<file path="src/rtl/pong_pkg.sv">
// Shared encodings and widths for the pong game controller.
package pong_pkg;

    localparam int SCORE_W     = 4;
    localparam int FRAME_CNT_W = 8;

    typedef enum logic [1:0] {
        ST_IDLE  = 2'b00,
        ST_PLAY  = 2'b01,
        ST_SERVE = 2'b10,
        ST_OVER  = 2'b11
    } state_e;

    typedef enum logic [1:0] {
        WIN_NONE = 2'b00,
        WIN_P1   = 2'b01,
        WIN_P2   = 2'b10
    } winner_e;

endpackage

</file>
<file path="src/rtl/pong_btn_sync.sv">
// Start button conditioning: two-flop synchroniser plus rising-edge detector.
// A button already held when reset releases must be let go before it can
// start a game, so the detector only arms after a genuine synchronised low.
module pong_btn_sync (
    input  logic clk,
    input  logic reset,
    input  logic btn_i,
    output logic pulse_o
);

    logic       sync1_q;
    logic       sync2_q;
    logic       prev_q;
    logic       armed_q;
    logic       armed_d;
    logic [1:0] fill_q;

    // Synchroniser chain, edge history and the arming flag
    always_ff @(posedge clk or posedge reset) begin
        if (reset) begin
            sync1_q <= 1'b0;
            sync2_q <= 1'b0;
            prev_q  <= 1'b0;
            fill_q  <= 2'b00;
            armed_q <= 1'b0;
        end else begin
            sync1_q <= btn_i;
            sync2_q <= sync1_q;
            prev_q  <= sync2_q;
            fill_q  <= {fill_q[0], 1'b1};
            armed_q <= armed_d;
        end
    end

    // Arm once sync2 holds a real sampled low, then emit one-clk rising pulses
    always_comb begin
        armed_d = armed_q | (fill_q[1] & ~sync2_q);
        pulse_o = armed_q & sync2_q & ~prev_q;
    end

endmodule

</file>
<file path="src/rtl/pong_game_ctrl.sv">
// Pong game flow controller: serve pause, scoring, win detection and the
// game-over display timer.
module pong_game_ctrl
    import pong_pkg::*;
#(
    parameter int WIN_SCORE    = 10,
    parameter int SERVE_FRAMES = 60,
    parameter int OVER_FRAMES  = 180
) (
    input  logic               clk,
    input  logic               reset,
    input  logic               start_btn,
    input  logic               refresh_tick,
    input  logic               goal_left,
    input  logic               goal_right,
    output logic [1:0]         state,
    output logic [SCORE_W-1:0] score1,
    output logic [SCORE_W-1:0] score2,
    output logic [1:0]         winner,
    output logic               ball_reset,
    output logic               serve_dir,
    output logic               point_evt
);

    localparam logic [SCORE_W-1:0]     WIN_VAL    = SCORE_W'(WIN_SCORE);
    localparam logic [FRAME_CNT_W-1:0] SERVE_LAST = FRAME_CNT_W'(SERVE_FRAMES - 1);
    localparam logic [FRAME_CNT_W-1:0] OVER_LAST  = FRAME_CNT_W'(OVER_FRAMES - 1);

    state_e                 state_q, state_d;
    winner_e                winner_q, winner_d;
    logic [SCORE_W-1:0]     score1_q, score1_d;
    logic [SCORE_W-1:0]     score2_q, score2_d;
    logic [SCORE_W-1:0]     score1_inc, score2_inc;
    logic [FRAME_CNT_W-1:0] frame_cnt_q, frame_cnt_d;
    logic                   serve_dir_q, serve_dir_d;
    logic                   point_q, point_d;
    logic                   start_pulse;
    logic                   new_game;

    pong_btn_sync u_btn_sync (
        .clk     (clk),
        .reset   (reset),
        .btn_i   (start_btn),
        .pulse_o (start_pulse)
    );

    // State register together with scores, winner, serve direction and frame counter
    always_ff @(posedge clk or posedge reset) begin
        if (reset) begin
            state_q     <= ST_IDLE;
            score1_q    <= '0;
            score2_q    <= '0;
            winner_q    <= WIN_NONE;
            serve_dir_q <= 1'b0;
            point_q     <= 1'b0;
            frame_cnt_q <= '0;
        end else begin
            state_q     <= state_d;
            score1_q    <= score1_d;
            score2_q    <= score2_d;
            winner_q    <= winner_d;
            serve_dir_q <= serve_dir_d;
            point_q     <= point_d;
            frame_cnt_q <= frame_cnt_d;
        end
    end

    // Phase transitions; goal_left is checked first so it wins a simultaneous goal
    always_comb begin
        state_d     = state_q;
        score1_d    = score1_q;
        score2_d    = score2_q;
        winner_d    = winner_q;
        serve_dir_d = serve_dir_q;
        frame_cnt_d = frame_cnt_q;
        point_d     = 1'b0;
        new_game    = 1'b0;
        score1_inc  = score1_q + 1'b1;
        score2_inc  = score2_q + 1'b1;

        case (state_q)
            ST_IDLE: begin
                new_game = start_pulse;
            end
            ST_SERVE: begin
                if (refresh_tick) begin
                    if (frame_cnt_q == SERVE_LAST) begin
                        state_d = ST_PLAY;
                    end else begin
                        frame_cnt_d = frame_cnt_q + 1'b1;
                    end
                end
            end
            ST_PLAY: begin
                if (goal_left) begin
                    score2_d    = score2_inc;
                    serve_dir_d = 1'b0;
                    point_d     = 1'b1;
                    frame_cnt_d = '0;
                    if (score2_inc == WIN_VAL) begin
                        state_d  = ST_OVER;
                        winner_d = WIN_P2;
                    end else begin
                        state_d  = ST_SERVE;
                    end
                end else if (goal_right) begin
                    score1_d    = score1_inc;
                    serve_dir_d = 1'b1;
                    point_d     = 1'b1;
                    frame_cnt_d = '0;
                    if (score1_inc == WIN_VAL) begin
                        state_d  = ST_OVER;
                        winner_d = WIN_P1;
                    end else begin
                        state_d  = ST_SERVE;
                    end
                end
            end
            ST_OVER: begin
                if (start_pulse) begin
                    new_game = 1'b1;
                end else if (refresh_tick) begin
                    if (frame_cnt_q == OVER_LAST) begin
                        state_d = ST_IDLE;
                    end else begin
                        frame_cnt_d = frame_cnt_q + 1'b1;
                    end
                end
            end
            default: begin
                state_d = ST_IDLE;
            end
        endcase

        if (new_game) begin
            state_d     = ST_SERVE;
            score1_d    = '0;
            score2_d    = '0;
            winner_d    = WIN_NONE;
            serve_dir_d = 1'b1;
            frame_cnt_d = '0;
        end
    end

    // Output decode straight from the registers, ball held while idle or serving
    always_comb begin
        state      = state_q;
        score1     = score1_q;
        score2     = score2_q;
        winner     = winner_q;
        serve_dir  = serve_dir_q;
        point_evt  = point_q;
        ball_reset = (state_q == ST_IDLE) || (state_q == ST_SERVE);
    end

endmodule

</file>
<file path="config.mk">
export PLATFORM = sky130hd
export DESIGN_NAME = pong_game_ctrl
export DESIGN_NICKNAME = d
export VERILOG_FILES = /design/src/rtl/pong_pkg.sv /design/src/rtl/pong_btn_sync.sv /design/src/rtl/pong_game_ctrl.sv
export SDC_FILE = /design/constraint.sdc
export NUM_CORES = 1
export LEC_CHECK = 0
export BUFFER_PORTS_ARGS = -buffer_cell sky130_fd_sc_hd__buf_2
export CAP_MARGIN = 20
export CELL_PAD_IN_SITES_DETAIL_PLACEMENT = 0
export CELL_PAD_IN_SITES_GLOBAL_PLACEMENT = 1
export CORE_MARGIN = 2
export CORE_UTILIZATION = 47
export DETAILED_ROUTE_END_ITERATION = 12
export PLACE_DENSITY_LB_ADDON = 0.1
export SETUP_SLACK_MARGIN = 0.15
export SLEW_MARGIN = 0
export SYNTH_ARGS = -nofsm -noshare
export SYNTH_HDL_FRONTEND = slang
export SYNTH_SLANG_ARGS = --single-unit
</file>
<file path="constraint.sdc">
create_clock -name clk -period 5.7 [get_ports clk]
set_clock_uncertainty 0.2 [all_clocks]
set_input_delay 0.285 -clock clk [delete_from_list [all_inputs] [get_ports clk]]
set_output_delay 0.285 -clock clk [all_outputs]
set_load 0.1 [all_outputs]
</file>
Word level (Yosys, flattened, before mapping) --
Index checks and enable logic that the tools add are counted.
Storage, ports and cells: bits of input ports 6, output and inout bits 15, flip-flop bits (word level) 28
Cells by class: bitwise logic cells 6, muxes and demuxes 42, equality and inequality tests 17, $add $sub $neg 3, reduce and logical (&&, ||, !) cells 14
Operators by type and width (count):
- $mux W8 | 8
- $mux W2 | 14
- $mux W4 | 7
- $pmux W8 S3 | 1
- $ne A3 B3 Y1 const B | 7
- $reduce_and A7 Y1 | 2
- $mux W1 | 10
- $add A4 B1 Y4 const B | 2
- $add A8 B1 Y8 const B | 1
- $eq A4 B4 Y1 const B | 2
- $eq A8 B6 Y1 const B | 1
- $eq A8 B8 Y1 const B | 1
- $pmux W2 S3 | 1
- $reduce_bool A2 Y1 | 3
- $reduce_bool A3 Y1 | 2
- $eq A2 B2 Y1 const B | 2
- $ne A4 B4 Y1 const B | 1
- $reduce_and A2 Y1 | 2
- $reduce_and A4 Y1 | 1
- $reduce_bool A4 Y1 | 1
- $and A1 B1 Y1 | 3
- $ne A3 B1 Y1 const B | 1
- $reduce_and A3 Y1 | 1
- $eq A2 B1 Y1 const B | 1
- 6 further kinds | 7

Depth between registers and ports, before layout --
Gate-level depths: netlist (run 1).
depth in word-level cells 7, gate-level depth with buffers 8, depth with buffers taken out 7

Modules after synthesis --
A second synthesis (run 1) with hierarchy kept.
Second synthesis, totals: cells, all modules 159, area total of the unflattened synthesis 1575.3 um2
Modules (own cells, without submodules):
- pong_game_ctrl | area an instance 1398.8 um2, cells an instance 147, times used 1
- pong_btn_sync | area an instance 176.4 um2, cells an instance 12, times used 1

Least setup slack after synthesis (run 1) --
Ideal clock, no wire load.
path kind register to register, start point reg state_q[1] (netlist: state[1]), end point reg frame_cnt_q[6], data arrival time 2.556 ns, setup time 0.065 ns, period minus slack after synthesis 2.821 ns, buffers on the path 0, cell stages (with the launch flop) 8, setup slack 2.879 ns, cell sequence dfrtp_1 inv_1 ha_1 and4bb_2 nor2_2 o2111ai_2 nor3_1 o22a_1
Between the ends: longest elaborated chain between the ends 4
RTL lines:
- start, declared | RTL line pong_game_ctrl.sv:29 | state_e state_q, state_d;
- start signal, assigned | RTL line pong_game_ctrl.sv:58 | state_q <= state_d;
- $eq A2 B2 Y1 or $logic_not A2 Y1 (tied branches) | RTL line pong_game_ctrl.sv:81 | case (state_q)
- $pmux W1 S2 | RTL line pong_game_ctrl.sv:81
- $ne A4 B4 Y1 (no line), or another cell as far along
- $reduce_and A7 Y1 (no line)
- end signal, assigned | RTL line pong_game_ctrl.sv:64 | frame_cnt_q <= frame_cnt_d;
- end, declared | RTL line pong_game_ctrl.sv:34 | logic [FRAME_CNT_W-1:0] frame_cnt_q, frame_cnt_d;
Parallel ways exist; a longest one is shown, timed or not. A chain may end at the register's enable or synchronous reset.

Worst setup path after layout (run 1) --
start point reg state_q[0] (netlist: state[0]), end point reg frame_cnt_q[6]
The elaborated chain is that of the path after synthesis.

==> summary.md, run 1 <==
| Metric | Value |
|---|---|
| Worst reg-to-reg path cell count | 7 |
| Max-cap violations | 0 |
| Pre-Repair DR Iteration Count | 5 |
| Core box area | a little over 3000 sq um |
| Register bit total from synthesis | 28 |
| Initial DRC count | 56 |
| Area of the die | 3796 sq um |
| Total number of vias | ~1100 |
| Area delta synth->final | 14.84% |
| CTS Buffer Depth | 2 |
| GR Util All Layers | 0.1715 |
| Setup crit end kind | flop |
| Clk root buf | clkbuf_4 |
| Mapped Nets | 170 |
| Chip width | about 62 um |
| Initial Utilization | 0.5028 |
| Inserted Diodes | 0 |
| Initial antenna violation count | 0 |
| RR Endpoint | frame_cnt_q[6] |
| Prevailing post-synth register cell | dfrtp_1 |
| Ys async rst share | 1.000 |
| Post-CTS setup buffers | 0 |
| Required @ worst endpoint | between 5 and 6 ns |
| Final wirelength | approximately 2900 um |
| Status | finished, final reports clean |
| Antenna viol nets, final | 0 |
| Tcrit/Tclk final | 0.4323 |
| Area of the mapped netlist | between 1500 and 2000 sq um |
| IO Port Bufs | 20 |
| DR DRC count | 0 |
| Syn Area/Cell | roughly 10 sq um |
| Yosys cell types | 45 |
| CTS tree | built |
| CTS clk-pin slew, worst paths | roughly 0.15 ns |
| Arr. time, crit path | between 2 and 3 ns |
| Post-synthesis cell count | between 150 and 200 |
| Final setup vio count | 0 |
| RSZ-0062 raised after global routing | no |
| Max Clock Freq | around 0.4 GHz |
| Pins Over Slew Limit | 0 |
| Grt ovf | 0 |
| Crit start category | flop |
| Final worst setup slack | 3.236 ns |
| H-tree Lvls | 1 |
| IO Pins | 21 |
| Vias in the first global route | roughly 1000 |
| Insertion delay to the later sink of the worst-skew pair | around 0.32 ns |
| Most common cell after layout, fill and taps aside | dfrtp_1 |
| CP Max Fanout | 16 |
| Vias per cell | 5.143 |
| Final TNS setup | 0 ns |
| Global-route wire length before repair | about 4800 um |
| Most frequent cells in the layout | 28 x dfrtp_1, 20 x buf_2, 18 x nor2_1 |
| Row Count | 20 |
| Post-synth top area share | 0.4491 |
| Critical path destination | frame_cnt_q[6] |
| Crit path kind | flop to flop |
| Pre-CTS setup slack | 3.263 ns |
| Nets | 196 |
| GP Congestion | around 0.8 |
| Layout cell share with drive strength beyond 1 | 0.2123 |
| Pin count of the biggest net entering global routing | 29 |
| Post-synth top area cell | dfrtp_1 |
| Top cells by area, synth | dfrtp_1 45%, ha_1 8.0%, nor2_1 4.3% |
| Clk sink count | 28 |
| Endpoints failing hold | 0 |
| Inserted Clock Buffers | 3 |
| Chip Height | ~62 um |
| Post-synthesis sequential area ratio | 0.4491 |
| Post-layout min period | 2.464 ns |
| CP startpoint | state[0] |
| DP HPWL | between 2000 and 2500 um |
| Placed instance count | roughly 220 |
| Hold WC Path Type | input pin to flop |
| WL/cell | 12.82 um |
| R2r setup slk | approximately 3.2 ns |
| Ys Warns | 0 |
| FF-to-FF Start | state[0] |
| Post-synth EDFFs | 0 |
| Fin cells | about 220 |
layout make-up:
type	instances	area, sq um
well taps	44	55.05
inverters	8	30.03
flip-flops and latches	28	700.7
fillers	302	1311
clock buffers	4	36.28
multi-input cells	116	822.0
repair buffers	23	147.6
through the flow:
step / hold WS, ns / area (sq um) / util
after global routing: 0.1362 / 1792 / 0.5774
final: 0.1197 / 1792 / 0.5774
after floorplan: 0.1164 / 1560 / -
after global placement: 0.1361 / 1708 / 0.5504
after CTS: 0.02782 / 1754 / 0.5653
after detailed placement: 0.1370 / 1708 / 0.5504
cells in the mapped netlist, drive strengths merged (2+ instances only):
| cell type | instances |
|---|---|
| or2 | 3 |
| a21oi | 5 |
| o21ai | 6 |
| nand2b | 2 |
| and3 | 2 |
| clkbuf | 2 |
| dfrtp | 28 |
| ha | 10 |
| nand3 | 7 |
| nand2 | 16 |
| o22a | 5 |
| xor2 | 4 |
| or3 | 3 |
| a21o | 2 |
| mux2i | 4 |
| nor2b | 4 |
| inv | 8 |
| nor2 | 19 |
| o221ai | 2 |
| xnor2 | 3 |
routing by layer:
metal,track usage,share of wire,wire length [um]
met1,0.2573,0.53,1523
met5,0,0,0
met4,0.05471,0.0063,18
met3,0.02521,0.029,82
met2,0.2541,0.43,1233
flip-flops by register name, summed over array words and instances, names as in the netlist:
register	flops
u_btn_sync.sync1_q	1
winner	2
score2	4
u_btn_sync.armed_q	1
frame_cnt_q	8
u_btn_sync.sync2_q	1
state	2
point_evt	1
u_btn_sync.fill_q	2
serve_dir	1
u_btn_sync.prev_q	1
score1	4
cell families (layout without fill, tap and decap cells):
family,after synthesis,count (layout),share of synthesized area
AO/OA/AOI/OAI,32,32,0.1764
XOR/XNOR,7,7,0.03930
adder cells (fa/ha/maj),10,10,0.08019
buffers and inverters,10,35,0.02406
flip-flops,28,28,0.4491
multiplexers,5,5,0.03288
other,1,1,0.002403
AND/OR/NAND/NOR,61,61,0.1957
worst min path at each step:
stage | endpoint | cells past startpoint | start
floorplan | u_btn_sync.sync1_q | 0 | start_btn
global placement | u_btn_sync.fill_q[1] | 0 | u_btn_sync.fill_q[0]
detailed placement | u_btn_sync.sync2_q | 0 | u_btn_sync.sync1_q
CTS | u_btn_sync.fill_q[1] | 2 | reset
global route | winner[0] | 3 | goal_left
finish | winner[0] | 3 | goal_left
worst max-delay path, cell delays in order (launching register included):
cell and delay [ns]:
dfrtp_1 0.45, inv_1 0.10, ha_1 0.32, and4bb_2 0.38
nor2_2 0.27, o2111ai_2 0.26, nor3_1 0.25, o22a_1 0.16
what timing repair did:
item                                    CTS  global route
hold buffers                              1             1
resized for setup                         0             0
endpoints found under the setup margin    0             0
endpoints found under the hold margin     1            28
Power of run 1 is not shown: default switching activity piles up to over one toggle a cycle in this logic, so the estimate is an artifact.
==> run 2, diff against run 1 <==
--- a/config.mk
+++ b/config.mk
@@ -10,7 +10,7 @@
 export CELL_PAD_IN_SITES_DETAIL_PLACEMENT = 0
 export CELL_PAD_IN_SITES_GLOBAL_PLACEMENT = 1
 export CORE_MARGIN = 2
-export CORE_UTILIZATION = 47
+export CORE_UTILIZATION = 44
 export DETAILED_ROUTE_END_ITERATION = 12
 export PLACE_DENSITY_LB_ADDON = 0.1
 export SETUP_SLACK_MARGIN = 0.15
==> constraint.sdc (replaced) <==
create_clock -name clk -period 2.6 [get_ports clk]
set_clock_uncertainty 0.2 [all_clocks]
set_input_delay 0.13 -clock clk [delete_from_list [all_inputs] [get_ports clk]]
set_output_delay 0.13 -clock clk [all_outputs]
set_load 0.1 [all_outputs]
==> summary.md, run 2 (synthesis gave the netlist of run 1 again) <==
| Metric | Value |
|---|---|
| Status | finished, final reports clean |
| Tcrit/Tclk final | 0.8676 |
| Most flops, register | frame_cnt_q |
| Crit path kind | flop to flop |
| FF-to-FF Start | state[0] |
| Inserted Clock Buffers | 3 |
| Pin count of the biggest net entering global routing | 19 |
| Critical path destination | frame_cnt_q[6] |
| Max reg flops | 8 |
| WL/cell | approximately 13 um |
| Final setup vio count | 0 |
| Vias in the first global route | around 1200 |
| Pins Over Slew Limit | 0 |
| Hold WC Path Type | input pin to flop |
| Layout cell share with drive strength beyond 1 | 0.2308 |
| Post-CTS setup buffers | 0 |
| Area delta synth->final | 17.40% |
| Most common cell after layout, fill and taps aside | dfrtp_1 |
| IO Port Bufs | 20 |
| CTS Buffer Depth | 2 |
| RR Endpoint | frame_cnt_q[6] |
| Most frequent cells in the layout | 25 x dfrtp_1, 20 x buf_2, 18 x nor2_1 |
| Max Clock Freq | about 0.44 GHz |
| IO Pins | 21 |
| Arr. time, crit path | around 2.3 ns |
| Required @ worst endpoint | 2.68 ns |
| DP HPWL | about 2300 um |
| Pre-Repair DR Iteration Count | 4 |
| GP Congestion | 0.7815 |
| Setup crit end kind | flop |
| Vias per cell | 5.189 |
| Nets | 199 |
| CTS tree | built |
| Post-layout min period | 2.256 ns |
| Chip Height | 63.55 um |
| Chip width | between 60 and 70 um |
| Clk root buf | clkbuf_4 |
| R2r setup slk | roughly 0.34 ns |
| Max-cap violations | 0 |
| Initial Utilization | 0.4639 |
| Global-route wire length before repair | between 5000 and 6000 um |
| Row Count | 21 |
| Insertion delay to the later sink of the worst-skew pair | between 0.3 and 0.4 ns |
| H-tree Lvls | 1 |
| RSZ-0062 raised after global routing | no |
| CP Max Fanout | 7 |
| Grt ovf | 0 |
| CTS clk-pin slew, worst paths | approximately 0.15 ns |
| Worst reg-to-reg path cell count | 7 |
| Initial antenna violation count | 0 |
| Core box area | about 3400 sq um |
| GR Util All Layers | 0.1680 |
| Crit start category | flop |
| Inserted Diodes | 0 |
| Initial DRC count | 42 |
| Final TNS setup | 0 ns |
| Relative slew slack | 0.5321 |
| Final wirelength | between 3000 and 4000 um |
| Total number of vias | about 1200 |
| Antenna viol nets, final | 0 |
| Area of the die | between 4000 and 5000 sq um |
| Endpoints failing hold | 0 |
| DR DRC count | 0 |
| Clk sink count | 28 |
| Worst Max-Slew Pin Slew | ~0.7 ns |
| CP startpoint | state[0] |
-- run 2: area by class of cell --
class | instances | area (sq um)
inverter | 8 | 30.03
tap | 46 | 57.56
clock buffer | 3 | 22.52
clock inverter | 1 | 30.03
sequential | 28 | 709.4
fill | 327 | 1531
timing repair buffer | 26 | 155.1
multi-input combinational | 116 | 827.0
-- run 2: what timing repair did --
action | CTS | global route
endpoints found under the hold margin | 21 | 0
resized for setup | 0 | 1
setup endpoints to repair | 0 | 1
hold buffers | 4 | 0
-- run 2: critical path, cell delays in order (launching register included) --
cell       delay (ns)
dfrtp_4          0.46
inv_1            0.08
ha_1             0.32
and4bb_2         0.32
nor2_4           0.18
o2111ai_2        0.25
nor3_1           0.24
o22a_1           0.15
-- run 2: per-layer routing --
| metal | vias up | track usage | routed length (um) | part of all wire |
|---|---|---|---|---|
| li1 | 600 | - | - | - |
| met1 | 564 | 0.2429 | 1558 | 0.51 |
| met2 | 17 | 0.2513 | 1342 | 0.44 |
| met3 | 2 | 0.03214 | 113 | 0.037 |
| met4 | 0 | 0.05707 | 20 | 0.0066 |
| met5 | - | 0 | 0 | 0 |
-- run 2: worst min-delay path by stage --
stage / depth (start not counted) / to / startpoint / slack, ns
floorplan: 0 / u_btn_sync.sync1_q / start_btn / -0.04
global placement: 1 / u_btn_sync.sync1_q / start_btn / 0.04
detailed placement: 1 / u_btn_sync.sync1_q / start_btn / 0.04
CTS: 4 / state[1] / refresh_tick / 0.15
global route: 4 / state[1] / refresh_tick / 0.17
finish: 4 / state[1] / refresh_tick / 0.17
-- run 2: metrics by stage --
stage	utilization	cell area, sq um	std cells	hold slack (ns)	setup WS, ns
final	0.5446	1832	228	0.1651	0.3442
after global routing	0.5446	1832	228	0.1740	0.2053
after CTS	0.5432	1827	228	0.1459	0.2491
after detailed placement	0.5156	1734	220	0.03936	0.2773
after global placement	0.5156	1734	220	0.04236	0.3602
after floorplan	-	1569	154	-0.03857	0.1631
Power of run 2 is left out for the same reason.
==> run 3, diff against run 2 <==
--- a/config.mk
+++ b/config.mk
@@ -10,7 +10,8 @@
 export CELL_PAD_IN_SITES_DETAIL_PLACEMENT = 0
 export CELL_PAD_IN_SITES_GLOBAL_PLACEMENT = 1
 export CORE_MARGIN = 2
-export CORE_UTILIZATION = 44
+export CORE_UTILIZATION = 46
+export CTS_BUF_LIST = sky130_fd_sc_hd__clkbuf_8
 export DETAILED_ROUTE_END_ITERATION = 12
 export PLACE_DENSITY_LB_ADDON = 0.1
 export SETUP_SLACK_MARGIN = 0.15
==> summary.md, run 3 (synthesis gave the netlist of run 1 again) <==
| Metric | Value |
|---|---|
| Status | finished, final reports clean |
| GP Congestion | between 0.7 and 0.8 |
| Tcrit/Tclk final | 0.8782 |
| Pins Over Slew Limit | 0 |
| Insertion delay to the later sink of the worst-skew pair | 0.28 ns |
| Initial Utilization | 0.4750 |
| Area delta synth->final | 15.64% |
| CTS clk-pin slew, worst paths | roughly 0.10 ns |
| Total number of vias | 1183 |
| Pin count of the biggest net entering global routing | 17 |
| CTS tree | built |
| IO Port Bufs | 20 |
| Post-layout min period | approximately 2.3 ns |
| CP Max Fanout | 7 |
| Relative slew slack | 0.5943 |
| Global-route wire length before repair | around 5600 um |
| Chip width | roughly 62 um |
| Pre-Repair DR Iteration Count | 4 |
| Cell count along the critical path | 7 |
| Inserted Clock Buffers | 3 |
| Grt ovf | 0 |
| WL/cell | roughly 14 um |
| Chip Height | 62.24 um |
| Final core occ | 0.5493 |
| Vias per cell | roughly 5.2 |
| Arr. time, crit path | around 2.3 ns |
| Layout fillers | between 300 and 400 |
| Family with the most delay on the worst path | simple AND/OR/NAND/NOR gates |
| RSZ-0062 raised after global routing | no |
| Final setup vio count | 0 |
| Initial antenna violation count | 0 |
| Antenna viol nets, final | 0 |
| H-tree Lvls | 1 |
| Hold WC Path Type | input pin to flop |
| Clk root buf | clkbuf_8 |
| Endpoints failing hold | 0 |
| Buf/Inv on CP | 1 |
| CTS Buffer Depth | 2 |
| DP HPWL | ~2300 um |
| Nets | between 150 and 200 |
| Area of the die | just under 4000 sq um |
| Most flops, register | frame_cnt_q |
| Max Clock Freq | roughly 0.44 GHz |
| Most common cell after layout, fill and taps aside | dfrtp_1 |
| Setup crit end kind | flop |
| Core box area | 3284 sq um |
| Row Count | 21 |
| Crit path kind | flop to flop |
| Final TNS setup | 0 ns |
| Hold depth | 3 |
| Crit-path cells | inv_1 > ha_1 > and4bb_2 > nor2_4 > o2111ai_2 > nor3_1 > o22a_1 |
| Slowest CP cell | dfrtp_4 |
| Worst path max stage delay | between 0.4 and 0.5 ns |
| DR DRC count | 0 |
| Worst Max-Slew Pin Slew | between 0.6 and 0.7 ns |
| Worst reg-to-reg path cell count | 7 |
| Inserted Diodes | 0 |
| Crit start category | flop |
| Final wirelength | 3079 um |
| Max reg flops | 8 |
| Initial DRC count | between 60 and 70 |
| Required @ worst endpoint | roughly 2.6 ns |
| Clk sink count | 28 |
| Layout cell share with drive strength beyond 1 | 0.2278 |
| Most frequent cells in the layout | 25 x dfrtp_1, 20 x buf_2, 18 x nor2_1 |
| IO Pins | 21 |
| Vias in the first global route | 1223 |
| GR Util All Layers | 0.1787 |
| Max-cap violations | 0 |
[run 3: cell types whose count changed in the layout (fill, tap and decap cells not counted), sizes merged]
cell         delta
dlygate4sd3     -2
bufinv          -1
inv             +1
[run 3: worst paths after layout]
kind	slack, ns	to	startpoint
min reg2reg	0.16	u_btn_sync.fill_q[1]	u_btn_sync.fill_q[0]
min	0.04	winner[0]	goal_left
min in group asynchronous	0.25	score1[3]	reset
max in group asynchronous	1.33	u_btn_sync.fill_q[0]	reset
max reg2reg	0.32	frame_cnt_q[6]	state[0]
max	0.32	frame_cnt_q[6]	state[0]
[run 3: area by class of cell]
class,count,area (sq um),area share
clock buffer,3,41.29,0.02288
timing repair buffer,24,135.1,0.07490
inverter,8,30.03,0.01664
clock inverter,1,3.754,0.002080
sequential,28,709.4,0.3932
tap,46,57.56,0.03190
multi-input combinational,116,827.0,0.4584
[run 3: worst min-delay path, cell delays in order]
cell and delay (ns):
buf_2 0.16, or2_2 0.13, mux2i_1 0.06
[run 3: routing by layer]
layer,vias to the layer above,routed length [um],track usage,share of wire
met1,567,1496,0.2500,0.49
met5,-,0,0,0
met2,19,1455,0.2908,0.47
met4,0,20,0.03333,0.0065
met3,2,107,0.03804,0.035
li1,595,-,-,-
[run 3: repair_timing]
action	in CTS	in global routing
hold buffers	2	0
buffers inserted	0	0
resized for setup	0	1
setup endpoints to repair	0	1
endpoints found under the hold margin	16	0
[run 3: through the flow]
stage / area, sq um / setup slack, ns / hold slack (ns) / std cells
floorplan: 1569 / 0.1631 / -0.03857 / 154
detailed placement: 1734 / 0.2592 / 0.03556 / 220
global route: 1804 / 0.1929 / 0.04569 / 226
CTS: 1799 / 0.2325 / 0.02934 / 226
global placement: 1734 / 0.3541 / 0.02551 / 220
finish: 1804 / 0.3167 / 0.03733 / 226
Power of run 3 is left out for the same reason.
